==> src/rtl/riscv_mem_arbiter.sv <==
// Round-robin arbiter sharing one single-port memory between instruction fetch and data access.
// Tracks the single outstanding read and returns its data to the requester that issued it.
module riscv_mem_arbiter #(
  parameter int unsigned XLEN       = 32,
  parameter int unsigned RD_LATENCY = 1
) (
  input  logic            i_clk,
  input  logic            i_rst,
  input  logic            i_imem_req,
  input  logic [XLEN-1:0] i_imem_addr,
  output logic            o_imem_gnt,
  output logic            o_imem_rvalid,
  output logic [XLEN-1:0] o_imem_rd_data,
  input  logic            i_dmem_req,
  input  logic            i_dmem_wr_en,
  input  logic [XLEN-1:0] i_dmem_addr,
  input  logic [3:0]      i_dmem_byte_sel,
  input  logic [XLEN-1:0] i_dmem_wr_data,
  output logic            o_dmem_gnt,
  output logic            o_dmem_rvalid,
  output logic [XLEN-1:0] o_dmem_rd_data,
  output logic            o_mem_req,
  output logic            o_mem_wr_en,
  output logic [XLEN-1:0] o_mem_addr,
  output logic [3:0]      o_mem_byte_sel,
  output logic [XLEN-1:0] o_mem_wr_data,
  input  logic [XLEN-1:0] i_mem_rd_data
);

  typedef enum logic [0:0] {StIdle, StRdWait} state_e;

  localparam logic       SelImem = 1'b0;
  localparam logic       SelDmem = 1'b1;
  localparam logic [2:0] LatInit = 3'(RD_LATENCY - 1);

  state_e     state_q, state_d;
  logic [2:0] lat_cnt_q, lat_cnt_d;
  logic       owner_q, owner_d;
  logic       last_gnt_q, last_gnt_d;

  logic rd_done;
  logic can_grant;
  logic gnt_imem;
  logic gnt_dmem;

  always_comb begin
    state_d        = state_q;
    lat_cnt_d      = lat_cnt_q;
    owner_d        = owner_q;
    last_gnt_d     = last_gnt_q;
    o_imem_gnt     = 1'b0;
    o_imem_rvalid  = 1'b0;
    o_imem_rd_data = '0;
    o_dmem_gnt     = 1'b0;
    o_dmem_rvalid  = 1'b0;
    o_dmem_rd_data = '0;
    o_mem_req      = 1'b0;
    o_mem_wr_en    = 1'b0;
    o_mem_addr     = '0;
    o_mem_byte_sel = '0;
    o_mem_wr_data  = '0;

    // Reset gates everything so a read in flight never produces a late rvalid.
    rd_done   = !i_rst && (state_q == StRdWait) && (lat_cnt_q == 3'd0);
    can_grant = !i_rst && ((state_q == StIdle) || rd_done);
    gnt_imem  = can_grant && i_imem_req && (!i_dmem_req || (last_gnt_q == SelDmem));
    gnt_dmem  = can_grant && i_dmem_req && !gnt_imem;

    if (rd_done) begin
      state_d = StIdle;
      if (owner_q == SelDmem) begin
        o_dmem_rvalid  = 1'b1;
        o_dmem_rd_data = i_mem_rd_data;
      end else begin
        o_imem_rvalid  = 1'b1;
        o_imem_rd_data = i_mem_rd_data;
      end
    end else if (state_q == StRdWait) begin
      lat_cnt_d = lat_cnt_q - 3'd1;
    end

    if (gnt_imem) begin
      o_imem_gnt     = 1'b1;
      o_mem_req      = 1'b1;
      o_mem_addr     = i_imem_addr;
      o_mem_byte_sel = 4'b1111;
      last_gnt_d     = SelImem;
      owner_d        = SelImem;
      lat_cnt_d      = LatInit;
      state_d        = StRdWait;
    end else if (gnt_dmem) begin
      o_dmem_gnt     = 1'b1;
      o_mem_req      = 1'b1;
      o_mem_wr_en    = i_dmem_wr_en;
      o_mem_addr     = i_dmem_addr;
      o_mem_byte_sel = i_dmem_byte_sel;
      o_mem_wr_data  = i_dmem_wr_data;
      last_gnt_d     = SelDmem;
      if (!i_dmem_wr_en) begin
        owner_d   = SelDmem;
        lat_cnt_d = LatInit;
        state_d   = StRdWait;
      end
    end
  end

  always_ff @(posedge i_clk) begin
    if (i_rst) begin
      state_q    <= StIdle;
      lat_cnt_q  <= 3'd0;
      owner_q    <= SelImem;
      last_gnt_q <= SelDmem;
    end else begin
      state_q    <= state_d;
      lat_cnt_q  <= lat_cnt_d;
      owner_q    <= owner_d;
      last_gnt_q <= last_gnt_d;
    end
  end

endmodule

==> config.mk <==
export PLATFORM = sky130hd
export DESIGN_NAME = riscv_mem_arbiter
export DESIGN_NICKNAME = d
export VERILOG_FILES = /design/src/rtl/riscv_mem_arbiter.sv
export SDC_FILE = /design/constraint.sdc
export NUM_CORES = 1
export LEC_CHECK = 0
export ABC_AREA = 1
export CAP_MARGIN = 20
export CORE_AREA = 4 4 105 107
export DETAILED_ROUTE_END_ITERATION = 16
export DIE_AREA = 0 0 109 111
export GPL_TIMING_DRIVEN = 0
export PLACE_DENSITY = 0.75
export SLEW_MARGIN = 30
export SYNTH_ARGS = -nofsm -noshare
export SYNTH_HDL_FRONTEND = slang
export SYNTH_SLANG_ARGS = --single-unit
==> constraint.sdc <==
create_clock -name i_clk -period 3.65 [get_ports i_clk]
set_input_delay 0.5475 -clock i_clk [delete_from_list [all_inputs] [get_ports i_clk]]
set_output_delay 0.5475 -clock i_clk [all_outputs]
set_load 0.05 [all_outputs]
Yosys cells after proc, flatten, opt, wreduce, memory -nomap -nowiden
Index checks and enable logic that the tools add are counted.
Cells by class
  multiplexer cells: 30
  bitwise logic cells: 2
  add/sub/neg operators: 1
  reductions and logical operators: 16
Operators with widths (number)
  two-way mux 32 bit: 8
  two-way mux 1 bit: 16
  two-way mux 3 bit: 4
  two-way mux 4 bit: 2
  logical AND 1 bit: 7
  zero test 1 bit: 3
  zero test 3 bit: 1
  subtractor 3 x 1 -> 3 bit, second input constant: 1
  logical OR 1 bit: 2
  inverter 1 bit: 2
  AND reduction 2 bit: 1
  nonzero test 2 bit: 1
  OR reduction 2 bit: 1
Storage, ports and cells
  input port bits: 137
  word-level logic and storage cells: 53
  output and inout port bits: 138
  register bits after elaboration: 6

Logic depth before layout (Yosys ltp)
  depth in word-level cells: 11
  mapped depth: 9
  depth with buffers taken out: 9

Worst setup path after synthesis
Ideal clock, no wire load.
  path kind: input -> output
  start point: in i_rst
  end point: out o_dmem_rd_data[10]
  path buffers: 1
  slack: 568 ps
  arrival: 2534 ps
  data required time: 3102 ps
  stages: 6
  cells stage by stage: nor2_1 nand2_1 nor2_1 inv_1 buf_6 nor2_1
On the way
  longest elaborated chain between the ends: 4
Ends and longest elaborated chain
  start: declaration: line 8  | input logic i_rst,
  zero test 1 bit: line 64  | rd_done = !i_rst && (state_q == StRdWait) && (lat_cnt_q == 3'd0);
  logical AND 1 bit (2 in a row): line 64
  two-way mux 32 bit: line 69  | if (rd_done) begin
  end: declaration: line 21  | output logic [XLEN-1:0] o_dmem_rd_data,
No other way between the ends.

Worst setup path in the final report
  start point: in i_rst
  end point: out o_mem_wr_data[20]
On the way
  longest elaborated chain between the ends: 11
  elaborated cells between the ends (all ways): 12
  classes of those cells: 2 x mux; 10 x reduce/logical
Ends and longest elaborated chain
  zero test 1 bit *: line 64, 65
  logical AND 1 bit (2 in a row): line 64
  logical OR 1 bit: line 65  | can_grant = !i_rst && ((state_q == StIdle) || rd_done);
  logical AND 1 bit *: line 65
  logical AND 1 bit (2 in a row): line 66  | gnt_imem = can_grant && i_imem_req && (!i_dmem_req || (last_gnt_q == SelDmem));
  zero test 1 bit: line 67  | gnt_dmem = can_grant && i_dmem_req && !gnt_imem;
  logical AND 1 bit: line 67
  two-way mux 32 bit: line 91  | end else if (gnt_dmem) begin
  two-way mux 32 bit *: line 82  | if (gnt_imem) begin
  end: declaration: line 26  | output logic [XLEN-1:0] o_mem_wr_data,
Mark *: on every way between the ends. The rest lies on a longest branch, timed or not.

==> metrics.cfg <==
[global_routing]
grt_pass1_vias=2835
grt_pass1_wl_mm=14.1
grt_max_degree=11
track_usage_pct=14.5
gr-total-overflow=0
antenna_found_initial=0

[synth]
syn-cell-area_mm2=0.00173
post_synth.cell_area_avg_um2=5.18
ys_ff_latch=6
yosysTopAreaCellShare_pct=24.3
yosys_warnings=0
syn_nets=473
synth.distinct_cells=22
ys_seq_area_share_pct=6.94
yosysTopAreaCell=nand2_1
synthCells=334
synthTopCellsByArea=nand2_1 24%, nor2_1 16%, inv_1 16%

[power_and_ir_drop]
seqPwrFrac_pct=9.2
max-vdd-ir-drop_mv=0.0988
netSwitchingPower_uw=402
pwr-share-clk_pct=11.9
comb_power_share_pct=78.9
power_leakage_nw=2.19
p_sw_share_pct=48.9
p_int_uw=419
power_density_mw_per_mm2=175
fin_total_pwr_uw=821

[drt]
first_pass_iters=4
via_count=2875
avgViaCountPerCell=3.85
met3_length_mm=1.25
drcViolationCount=0
ant_nets=0
wirelength_mm=9.61
wl_per_cell_um=12.9
drtIter0Drc=113
top_layer=met4
wl_met2_mm=5.03
wl_met1_mm=3.28

[die]
die_h_um=111
die-area_mm2=0.0121
core_region_area_mm2=0.0101
rows=37
fp.dieW_um=109
initial_core_util_pct=17.1
ios=275

[sta]
fin_crit_sh_pct=93.8
rsz0062_at_grt=false
fin_worst_skew_ns=0.00208
fmax_mhz=292
setup_tns_ns=0
hold_ws_ns=0.465
finalHoldViolCount=0
post-route-min-period_ns=3.42
fin_ws_ns=0.225
setup_violations=0
max_slew_margin_pct=62.2
tightest_slew_ns=0.565
report.final.slew_viol_count=0

[finish]
antennaDiodeCount=0
final_cells=747
layout-drive-gt1-share_pct=9.66
syn_to_final_growth_pct=171
utilization_pct=46.2
fin_area_mm2=0.00468
final_nets=752

[setup_path]
cp.arrival_ns=2.88
critPathRequiredTime_ns=3.10
worst-r2r-setup-slack_ns=2.12
path_class=in2out
path_max_fanout=10
start_kind=input port
end_kind=primary output

[place]
dp_hpwl_mm=8.59
dp_slack_ns=0.170
globalplace.congestion=0.784
numPortBuffers=274
placed_area_mm2=0.00464
dp.cells=744

[clocking]
cts-root-buf=clkbuf_8
clkSlewWorstSetupHoldPaths_ns=0.04
cts_tree=built
hold_buffers=0
clk_path_buf_depth=2
htree_levels=1
postCtsSetupBuffers=0
cts_made_buffers=3
clk_latency_ns=0.22
clock-sinks=6
ctsResizeCount=0

[status]
status=finished clean

[flow_run]
cap_violations=0

[min_path]
min_path_type=reg2reg

==> kinds of logic after synthesis <==
kind of cell	count (synthesis)	share of synthesized area [%]
compound gates	8	3.62
xor+xnor	2	1.01
simple gates	222	59.2
fa+ha+maj	2	1.45
buf+inv	94	27.8
flops	6	6.94
==> cell usage after synthesis, drive strengths merged <==
cell type,instances
nor2,106
inv,79
nand4,1
buf,15
a21oi,6
xor2,2
ha,2
nand2,115
o21ai,2
dfxtp,6
==> registers in the layout (all words and copies together), names as in the netlist <==
name	flops
last_gnt_q	1
lat_cnt_q	3
owner_q	1
state_q	1
==> metal layers <==
layer	global-route usage, %	up-vias
li1	-	1481
met1	13.9	1225
met2	28.9	167
met3	5.30	2
met4	2.19	0
met5	0	-
==> final timing paths <==
kind / start / endpoint / cells past startpoint
worst max-delay path: i_rst / o_mem_wr_data[20] / 8
worst min-delay path: owner_q / owner_q / 2
worst max register to register: lat_cnt_q[0] / last_gnt_q / 8
worst min register to register: owner_q / owner_q / 2
==> cell type report <==
cell class                      count  area (um^2)
Fill cell                         984         5450
Timing Repair Buffer              274         2740
Multi-Input combinational cell    234         1130
Inverter                           79          304
Buffer                             15          176
Tap cell                          136          170
Sequential cell                     6          120
Clock buffer                        3         41.3
==> worst max-delay path, cell delays in order <==
cell and delay, ns:
clkdlybuf4s50_1 0.55, a21oi_4 0.26, nand2_4 0.13, nor2_8 0.21
inv_6 0.08, buf_12 0.16, nor2_2 0.08, clkdlybuf4s50_1 0.85
==> power by group through the flow <==
stage          clock (mW)  sequential (mW)  combinational (mW)
2_1_floorplan           0           0.0757               0.356
3_3_place_gp            0           0.0760               0.646
3_5_place_dp            0           0.0764               0.651
4_1_cts             0.103           0.0755               0.655
5_1_grt             0.105           0.0760               0.684
6_report           0.0978           0.0755               0.648
==> cell usage in the layout (no fill, tap or decap), drive strengths merged <==
master         instances
nor2                 106
inv                   79
buf                   15
clkbuf                 3
ha                     2
xor2                   2
nand4                  1
dfxtp                  6
o21ai                  2
nand2                115
clkdlybuf4s50        274
a21oi                  6
(Power assumes the default switching activity.)
